--- src/rtl/ifetch.sv ---
// Fetch stage: issues in-order word requests, buffers up to two instructions. Macro IFETCH_MISALIGN_TRAP_EN adds fetch_misaligned.
// Latency: request at N, response at N+k, instr_valid at N+k+1; outputs are registered FIFO head.
// Backpressure: stall holds the head; requests stop once buffered + in-flight would exceed two entries.
module ifetch #(
  parameter int              XLEN     = 64,
  parameter logic [XLEN-1:0] RESET_PC = {XLEN{1'b0}}
) (
  input  logic            clk,
  input  logic            resetn,
  input  logic            stall,
  input  logic            redirect,
  input  logic [XLEN-1:0] redirect_pc,
  output logic            imem_req_valid,
  input  logic            imem_req_ready,
  output logic [XLEN-1:0] imem_req_addr,
  input  logic            imem_resp_valid,
  input  logic [31:0]     imem_resp_data,
  output logic            instr_valid,
  output logic [31:0]     instr,
  output logic [XLEN-1:0] pc
`ifdef IFETCH_MISALIGN_TRAP_EN
  ,
  output logic            fetch_misaligned
`endif
);

  typedef struct packed {
    logic [XLEN-1:0] pc;
    logic [31:0]     instr;
  } entry_t;

  localparam logic [31:0]     NOP        = 32'h0000_0013;
  localparam logic [XLEN-1:0] PC_STEP    = {{(XLEN-3){1'b0}}, 3'b100};
  localparam logic [XLEN-1:0] ALIGN_MASK = ~{{(XLEN-2){1'b0}}, 2'b11};

  logic [XLEN-1:0] fetch_pc_q, fetch_pc_d;
  entry_t          fifo_q [2];
  entry_t          fifo_d [2];
  logic            rd_ptr_q, rd_ptr_d;
  logic [1:0]      count_q, count_d;
  logic [1:0]      outstanding_q, outstanding_d;
  logic [1:0]      discard_q, discard_d;
  logic [XLEN-1:0] tag_q [2];
  logic [XLEN-1:0] tag_d [2];
  logic            tag_rd_q, tag_rd_d;

  logic            fetch_blocked;
  logic [XLEN-1:0] redirect_tgt;
  entry_t          head;
  logic            pop, req_fire, resp_fire, resp_keep;
  logic [2:0]      occupancy;
  logic            fifo_widx, tag_widx;

`ifdef IFETCH_MISALIGN_TRAP_EN
  logic mis_q, mis_d;

  // A misaligned target is kept verbatim so the trap handler sees the faulting PC.
  assign redirect_tgt     = redirect_pc;
  assign fetch_blocked    = mis_q;
  assign fetch_misaligned = mis_q;

  always_comb begin
    mis_d = mis_q;
    if (redirect) mis_d = |redirect_pc[1:0];
  end

  always_ff @(posedge clk or negedge resetn) begin
    if (!resetn) mis_q <= 1'b0;
    else         mis_q <= mis_d;
  end
`else
  assign redirect_tgt  = redirect_pc & ALIGN_MASK;
  assign fetch_blocked = 1'b0;
`endif

  assign head        = fifo_q[rd_ptr_q];
  assign instr_valid = (count_q != 2'd0);
  assign instr       = instr_valid ? head.instr : NOP;
  assign pc          = instr_valid ? head.pc : {XLEN{1'b0}};

  // A slot freed by this cycle's pop counts as credit, giving one fetch per cycle at k = 1.
  assign pop            = instr_valid && !stall && !redirect;
  assign occupancy      = {1'b0, count_q} + {1'b0, outstanding_q} - {2'b00, pop};
  assign imem_req_valid = !redirect && !fetch_blocked && (occupancy < 3'd2);
  assign imem_req_addr  = fetch_pc_q;
  assign req_fire       = imem_req_valid && imem_req_ready;
  assign resp_fire      = imem_resp_valid && (outstanding_q != 2'd0);
  assign resp_keep      = resp_fire && (discard_q == 2'd0) && !redirect;
  assign fifo_widx      = rd_ptr_q ^ count_q[0];
  assign tag_widx       = tag_rd_q ^ outstanding_q[0];

  always_comb begin
    fetch_pc_d    = fetch_pc_q;
    fifo_d        = fifo_q;
    rd_ptr_d      = rd_ptr_q;
    count_d       = count_q;
    outstanding_d = outstanding_q;
    discard_d     = discard_q;
    tag_d         = tag_q;
    tag_rd_d      = tag_rd_q ^ resp_fire;
    if (redirect) begin
      fetch_pc_d    = redirect_tgt;
      count_d       = 2'd0;
      outstanding_d = outstanding_q - {1'b0, resp_fire};
      discard_d     = outstanding_q - {1'b0, resp_fire};
    end else begin
      if (req_fire) begin
        fetch_pc_d      = fetch_pc_q + PC_STEP;
        tag_d[tag_widx] = fetch_pc_q;
      end
      outstanding_d = outstanding_q + {1'b0, req_fire} - {1'b0, resp_fire};
      if (resp_fire && (discard_q != 2'd0)) discard_d = discard_q - 2'd1;
      if (resp_keep) begin
        fifo_d[fifo_widx].pc    = tag_q[tag_rd_q];
        fifo_d[fifo_widx].instr = imem_resp_data;
      end
      if (pop) rd_ptr_d = ~rd_ptr_q;
      count_d = count_q + {1'b0, resp_keep} - {1'b0, pop};
    end
  end

  always_ff @(posedge clk or negedge resetn) begin
    if (!resetn) begin
      fetch_pc_q    <= RESET_PC;
      fifo_q[0]     <= '0;
      fifo_q[1]     <= '0;
      rd_ptr_q      <= 1'b0;
      count_q       <= 2'd0;
      outstanding_q <= 2'd0;
      discard_q     <= 2'd0;
      tag_q[0]      <= '0;
      tag_q[1]      <= '0;
      tag_rd_q      <= 1'b0;
    end else begin
      fetch_pc_q    <= fetch_pc_d;
      fifo_q        <= fifo_d;
      rd_ptr_q      <= rd_ptr_d;
      count_q       <= count_d;
      outstanding_q <= outstanding_d;
      discard_q     <= discard_d;
      tag_q         <= tag_d;
      tag_rd_q      <= tag_rd_d;
    end
  end

endmodule
--- config.mk ---
export PLATFORM = sky130hd
export DESIGN_NAME = ifetch
export DESIGN_NICKNAME = d
export VERILOG_FILES = /design/src/rtl/ifetch.sv
export SDC_FILE = /design/constraint.sdc
export NUM_CORES = 1
export LEC_CHECK = 0
export CAP_MARGIN = 25
export CORE_ASPECT_RATIO = 1.4
export CORE_MARGIN = 3
export CORE_UTILIZATION = 40
export CTS_BUF_LIST = sky130_fd_sc_hd__clkbuf_8
export DETAILED_ROUTE_END_ITERATION = 7
export PLACE_DENSITY = 0.65
export SLEW_MARGIN = 20
export SYNTH_ARGS = -nofsm -noshare
export SYNTH_HDL_FRONTEND = slang
export SYNTH_SLANG_ARGS = --single-unit
--- constraint.sdc ---
create_clock -name clk -period 4.38 [get_ports clk]
set_clock_uncertainty 0.1 [all_clocks]
set_input_delay 0.876 -clock clk [delete_from_list [all_inputs] [get_ports clk]]
set_output_delay 0.876 -clock clk [all_outputs]
set_load 0.005 [all_outputs]
# Yosys cells after proc, flatten, opt, wreduce, memory -nomap -nowiden
# Cells that the tools add are included.
# W data, S select, Z words.
[totals] regBits=392 output_inout_bits=162 input_bits=102 word_cells=81
[op_classes] magnitude_cmp=7 bitwise=9 n_reduce_logical=21 n_addsub=9 n_mux=23
[op_table] operator="$mux W64" n=7
[op_table] operator="$bwmux W192" n=2
[op_table] operator="$mux W96" n=4
[op_table] operator="$demux W96 S1" n=2
[op_table] operator="$bwmux W128" n=1
[op_table] operator="$add A64 B3 Y64 const B" n=1
[op_table] operator="$demux W64 S1" n=1
[op_table] operator="$mux W32" n=2
[op_table] operator="$logic_and A1 B1 Y1" n=10
[op_table] operator="$reduce_bool A2 Y1" n=5
[op_table] operator="$ge A2 B2 Y1 const B" n=4
[op_table] operator="$mux W2" n=4
[op_table] operator="$not A1 Y2" n=4
[op_table] operator="$reduce_and A2 Y1" n=3
[op_table] operator="$sub A2 B1 Y2" n=3
[op_table] operator="$add A2 B1 Y2" n=2
[op_table] operator="$lt A2 B1 Y1 const B" n=2
[op_table] operator="$add A2 B2 Y3" n=1
[op_table] operator="$lt A3 B2 Y1 const B" n=1
[op_table] operator="$sub A3 B1 Y3" n=1
[op_table] operator="$xor A1 B1 Y1" n=3
[op_table] operator="$logic_not A1 Y1" n=2
[op_table] operator="$logic_not A2 Y1" n=1
[op_table] operator="$not A1 Y1" n=2
[op_table] operator="$sub A2 B1 Y2 const B" n=1

# Logic depth before layout (Yosys ltp)
[depth] depth_word=10 ltp_mapped=15

# Worst setup path before layout
# Ideal clock, no wire load.
[synth_path] path_kind="in2reg" start="input port redirect" end="register tag_q[100] (netlist name)" required_ns=4.155 arrival_time_ns=3.954 setup_slack_ns=0.201 cell_stages=12 cell_sequence="clkbuf_1 clkbuf_1 nor3_1 ha_1 nand2b_1 fa_1 xnor2_1 nor2_1 and3_1 clkbuf_1 clkbuf_1 mux2_2"
[synth_via] elab_chain_len=7
[synth_rtl] element="start, declared" line="11" text="input logic redirect,"
[synth_rtl] element="$logic_not A1 Y1" line="82, 84"
[synth_rtl] element="$logic_and A1 B1 Y1" line="82" text="assign pop = instr_valid && !stall && !redirect;"
[synth_rtl] element="$sub A3 B1 Y3" line="83" text="assign occupancy = {1'b0, count_q} + {1'b0, outstanding_q} - {2'b00, pop};"
[synth_rtl] element="$lt A3 B2 Y1" line="84" text="assign imem_req_valid = !redirect && !fetch_blocked && (occupancy < 3'd2);"
[synth_rtl] element="$logic_and A1 B1 Y1" line="84"
[synth_rtl] element="$logic_and A1 B1 Y1" line="86" text="assign req_fire = imem_req_valid && imem_req_ready;"
[synth_rtl] element="$reduce_and A2 Y1 (no line) (*)"
[synth_rtl] element="end signal, assigned" line="141" text="tag_q <= tag_d;"
[synth_rtl] element="end, declared" line="43" text="logic [XLEN-1:0] tag_q [2];"
# Every way passes the cells marked *; elsewhere a longest branch is shown, timed or not.
# A chain may end at the register's enable or synchronous reset.

# Worst setup path in the final report
[layout_path] start="input port stall" end="output port imem_req_valid"
[layout_via] elab_chain_len=6
[layout_rtl] element="start, declared" line="10" text="input logic stall,"
[layout_rtl] element="$logic_not A1 Y1" line="82"
[layout_rtl] element="$logic_and A1 B1 Y1 (2 in series)" line="82"
[layout_rtl] element="$sub A3 B1 Y3" line="83"
[layout_rtl] element="$lt A3 B2 Y1" line="84"
[layout_rtl] element="$logic_and A1 B1 Y1" line="84"
[layout_rtl] element="end, declared" line="13" text="output logic imem_req_valid,"
# Every way passes these cells.

==> flow_metrics.env <==
export IMPL_outcome="finished clean"
export IMPL_ir_drop_mv=0.3181
export IMPL_critical_path_slowest_cell="fa_1"
export IMPL_synth_top_cell_by_area="dfrtp_1"
export IMPL_first_iter_violations=660
export IMPL_antenna_found_initial=2
export IMPL_avgViaCountPerCell=5.359
export IMPL_fmax_mhz=254.9
export IMPL_ys_ff_latch=382
export IMPL_die_height_um=255.4
export IMPL_row_count=90
export IMPL_start_util=0.4090
export IMPL_worstSetupPathType="primary input to primary output"
export IMPL_worst_hold_slack_ns=0.1951
export IMPL_die_area_um2=47040
export IMPL_syn_area_um2=17780
export IMPL_utilization=0.5172
export IMPL_relSlewSlack=0.3947
export IMPL_ys_seq_area_frac=0.5378
export IMPL_setup_ws_ns=0.4574
export IMPL_p_leak_nw=9.604
export IMPL_worstReg2RegStart="count_q[0]$_DFF_PN0_"
export IMPL_p_total_mw=14.24
export IMPL_cts_htree_levels=2
export IMPL_worst_pin_slew_ns=0.9079
export IMPL_worstPathCellList="clkdlybuf4s50_1, nor3_2, ha_1, nand2b_1, fa_1, xor2_1, and3_1, dlymetal6s2s_1"
export IMPL_grt_start_max_net_pins=99
export IMPL_synthCells=1613
export IMPL_rsz0062_at_grt="false"
export IMPL_synth_enable_flop_cells=0
export IMPL_finalSetupViolations=0
export IMPL_end_kind="primary output"
export IMPL_clk_insertion_delay_late_ns=0.62
export IMPL_syn_area_per_cell_um2=11.02
export IMPL_cts_root_buffer="clkbuf_8"
export IMPL_min_period_over_period=0.8956
export IMPL_path_max_fanout=2
export IMPL_synthArstFlopShare=1.000
export IMPL_r2r_setup_slack_ns=0.96
export IMPL_drt_pass1_iter_count=5
export IMPL_synth_warning_count=0
export IMPL_port_buffers=257
export IMPL_cpPeakStageDelay_ns=0.42
export IMPL_hold_violations=0
export IMPL_dpl_worst_slack_ns=-0.005350
export IMPL_yosysMostFrequentCell="dfrtp_1"
export IMPL_area_delta_synth_final_pct=26.47
export IMPL_vias=13250
export IMPL_grt_pass1_vias=14040
export IMPL_maxCapViolations=0
export IMPL_drc=0
export IMPL_fp_dieW_um=184.2
export IMPL_ant_nets=0
export IMPL_crit_required_ns=3.40
export IMPL_netlist_top_cells_area="dfrtp_1, mux2_2, mux2i_1, nor2_1, a21oi_1"
export IMPL_setup_tns_ns=0
export IMPL_synth_top_area_frac=0.5378
export IMPL_hold_class="primary input to async pin"
export IMPL_grt_pass1_wl_um=77980
export IMPL_fin_nets=1988
export IMPL_gp_congestion=0.8293
export IMPL_arrival_ns=2.95
export IMPL_r2r_cells=12
export IMPL_timing_rr_end="imem_req_addr[57]$_DFFE_PN0P_"
export IMPL_grt_use_total=0.2081
export IMPL_clock_sinks=382
export IMPL_period_minus_slack_ns=3.923
export IMPL_clk_pin_slew_ns=0.06
export IMPL_grt_ovfl_total=0
export IMPL_dp_hpwl_um=33880
export IMPL_cts_buffers_inserted=60
export IMPL_wl_per_cell_um=19.95
export IMPL_ys_dominant_reg_cell="dfrtp_1"
export IMPL_io_pins=264
export IMPL_synth_cell_types=51
export IMPL_cts_tree="built"
export IMPL_drv_slew=0
export IMPL_power_density_nw_per_um2=633.3
export IMPL_clockBufferDepth=3
export IMPL_yosys_top_cells_count="dfrtp_1, nor2_1, mux2_2, mux2i_1, a21oi_1"
export IMPL_core_area_um2=43470
export IMPL_cp_start_kind="primary input"
export IMPL_wirelength_um=49350
export IMPL_drive_above_1_share=0.1746
per-layer routing:
metal  part of all wire  global-route usage  wire length [um]
met1               0.41              0.2544             20350
met5                  0                   0                 0
met2               0.51              0.3651             24960
met4              0.039             0.08447              1920
met3              0.043             0.03230              2114
cell usage in the layout, fill, tap and decap left out, types with 10 or more instances in the layout:
master and instances:
mux2_2 179, and3_1 10, nor4_1 12, or3_1 12, nand3_1 28, a21oi_1 125
o21ai_1 21, nor3_1 14, clkdlybuf4s50_1 254, a31oi_1 20, mux2i_1 159, clkbuf_8 78
nor2_1 252, buf_12 14, o21ai_0 27, buf_4 31, o31ai_1 10, nand2_1 72
dfrtp_1 380, inv_1 34, or4_1 13, mux2_1 11, nand4_1 37, xor2_1 24
xnor2_1 21
flip-flops by register name (all words and copies together), names as in the netlist:
signal         count
imem_req_addr     62
rd_ptr_q           1
tag_q            124
tag_rd_q           1
outstanding_q      2
fifo_q           188
discard_q          2
count_q            2
stage by stage:
step | std cells | instance area [um2]
after floorplan | 1616 | 17790
after global placement | 2365 | 21170
after detailed placement | 2366 | 21200
after CTS | 2471 | 22470
after global routing | 2472 | 22480
final | 2473 | 22480
how the worst max path moves through the flow:
| stage | slack (ns) | start | to |
|---|---|---|---|
| finish | 0.46 | stall | imem_req_valid |
| global route | 0.32 | stall | imem_req_valid |
| CTS | 0.06 | stall | imem_req_valid |
| detailed placement | -0.005 | stall | imem_req_valid |
| global placement | 0.08 | stall | imem_req_valid |
| floorplan | 0.20 | redirect | tag_q[100]$_DFFE_PN0P_ |
critical path, delay by kind of cell:
family / cells / cell delay [ns]
fa+ha+maj: 2 / 0.68
xor+xnor: 1 / 0.22
simple gates: 3 / 0.57
buf+inv: 2 / 0.60
what timing repair did:
item	4_1_cts	5_1_grt
pin swaps	0	0
gates resized for setup	1	1
buffers inserted	0	0
endpoints found under the setup margin	1	1
hold buffers	0	0
area by class of cell:
| class | instances | area, um2 |
|---|---|---|
| Antenna cell | 2 | 5.005 |
| Fill cell | 3888 | 20990 |
| Inverter | 20 | 75.07 |
| Tap cell | 552 | 690.7 |
| Multi-Input combinational cell | 1109 | 7757 |
| Clock buffer | 78 | 1074 |
| Clock inverter | 27 | 197.7 |
| Sequential cell | 382 | 9567 |
| Timing Repair Buffer | 303 | 3115 |
where the power goes:
| group | total, mW | switching (mW) | internal [mW] |
|---|---|---|---|
| sequential | 6.03 | 0.970 | 5.06 |
| combinational | 5.04 | 2.36 | 2.68 |
| clock | 3.17 | 1.41 | 1.76 |
logic make-up after synthesis:
family	synth area share
simple gates	0.1292
xor+xnor	0.02217
compound gates	0.06462
flops	0.5378
mux	0.2099
buf+inv	0.02865
other cells	0.0002110
fa+ha+maj	0.007461
No activity file was read; power rests on OpenSTA's default activity.
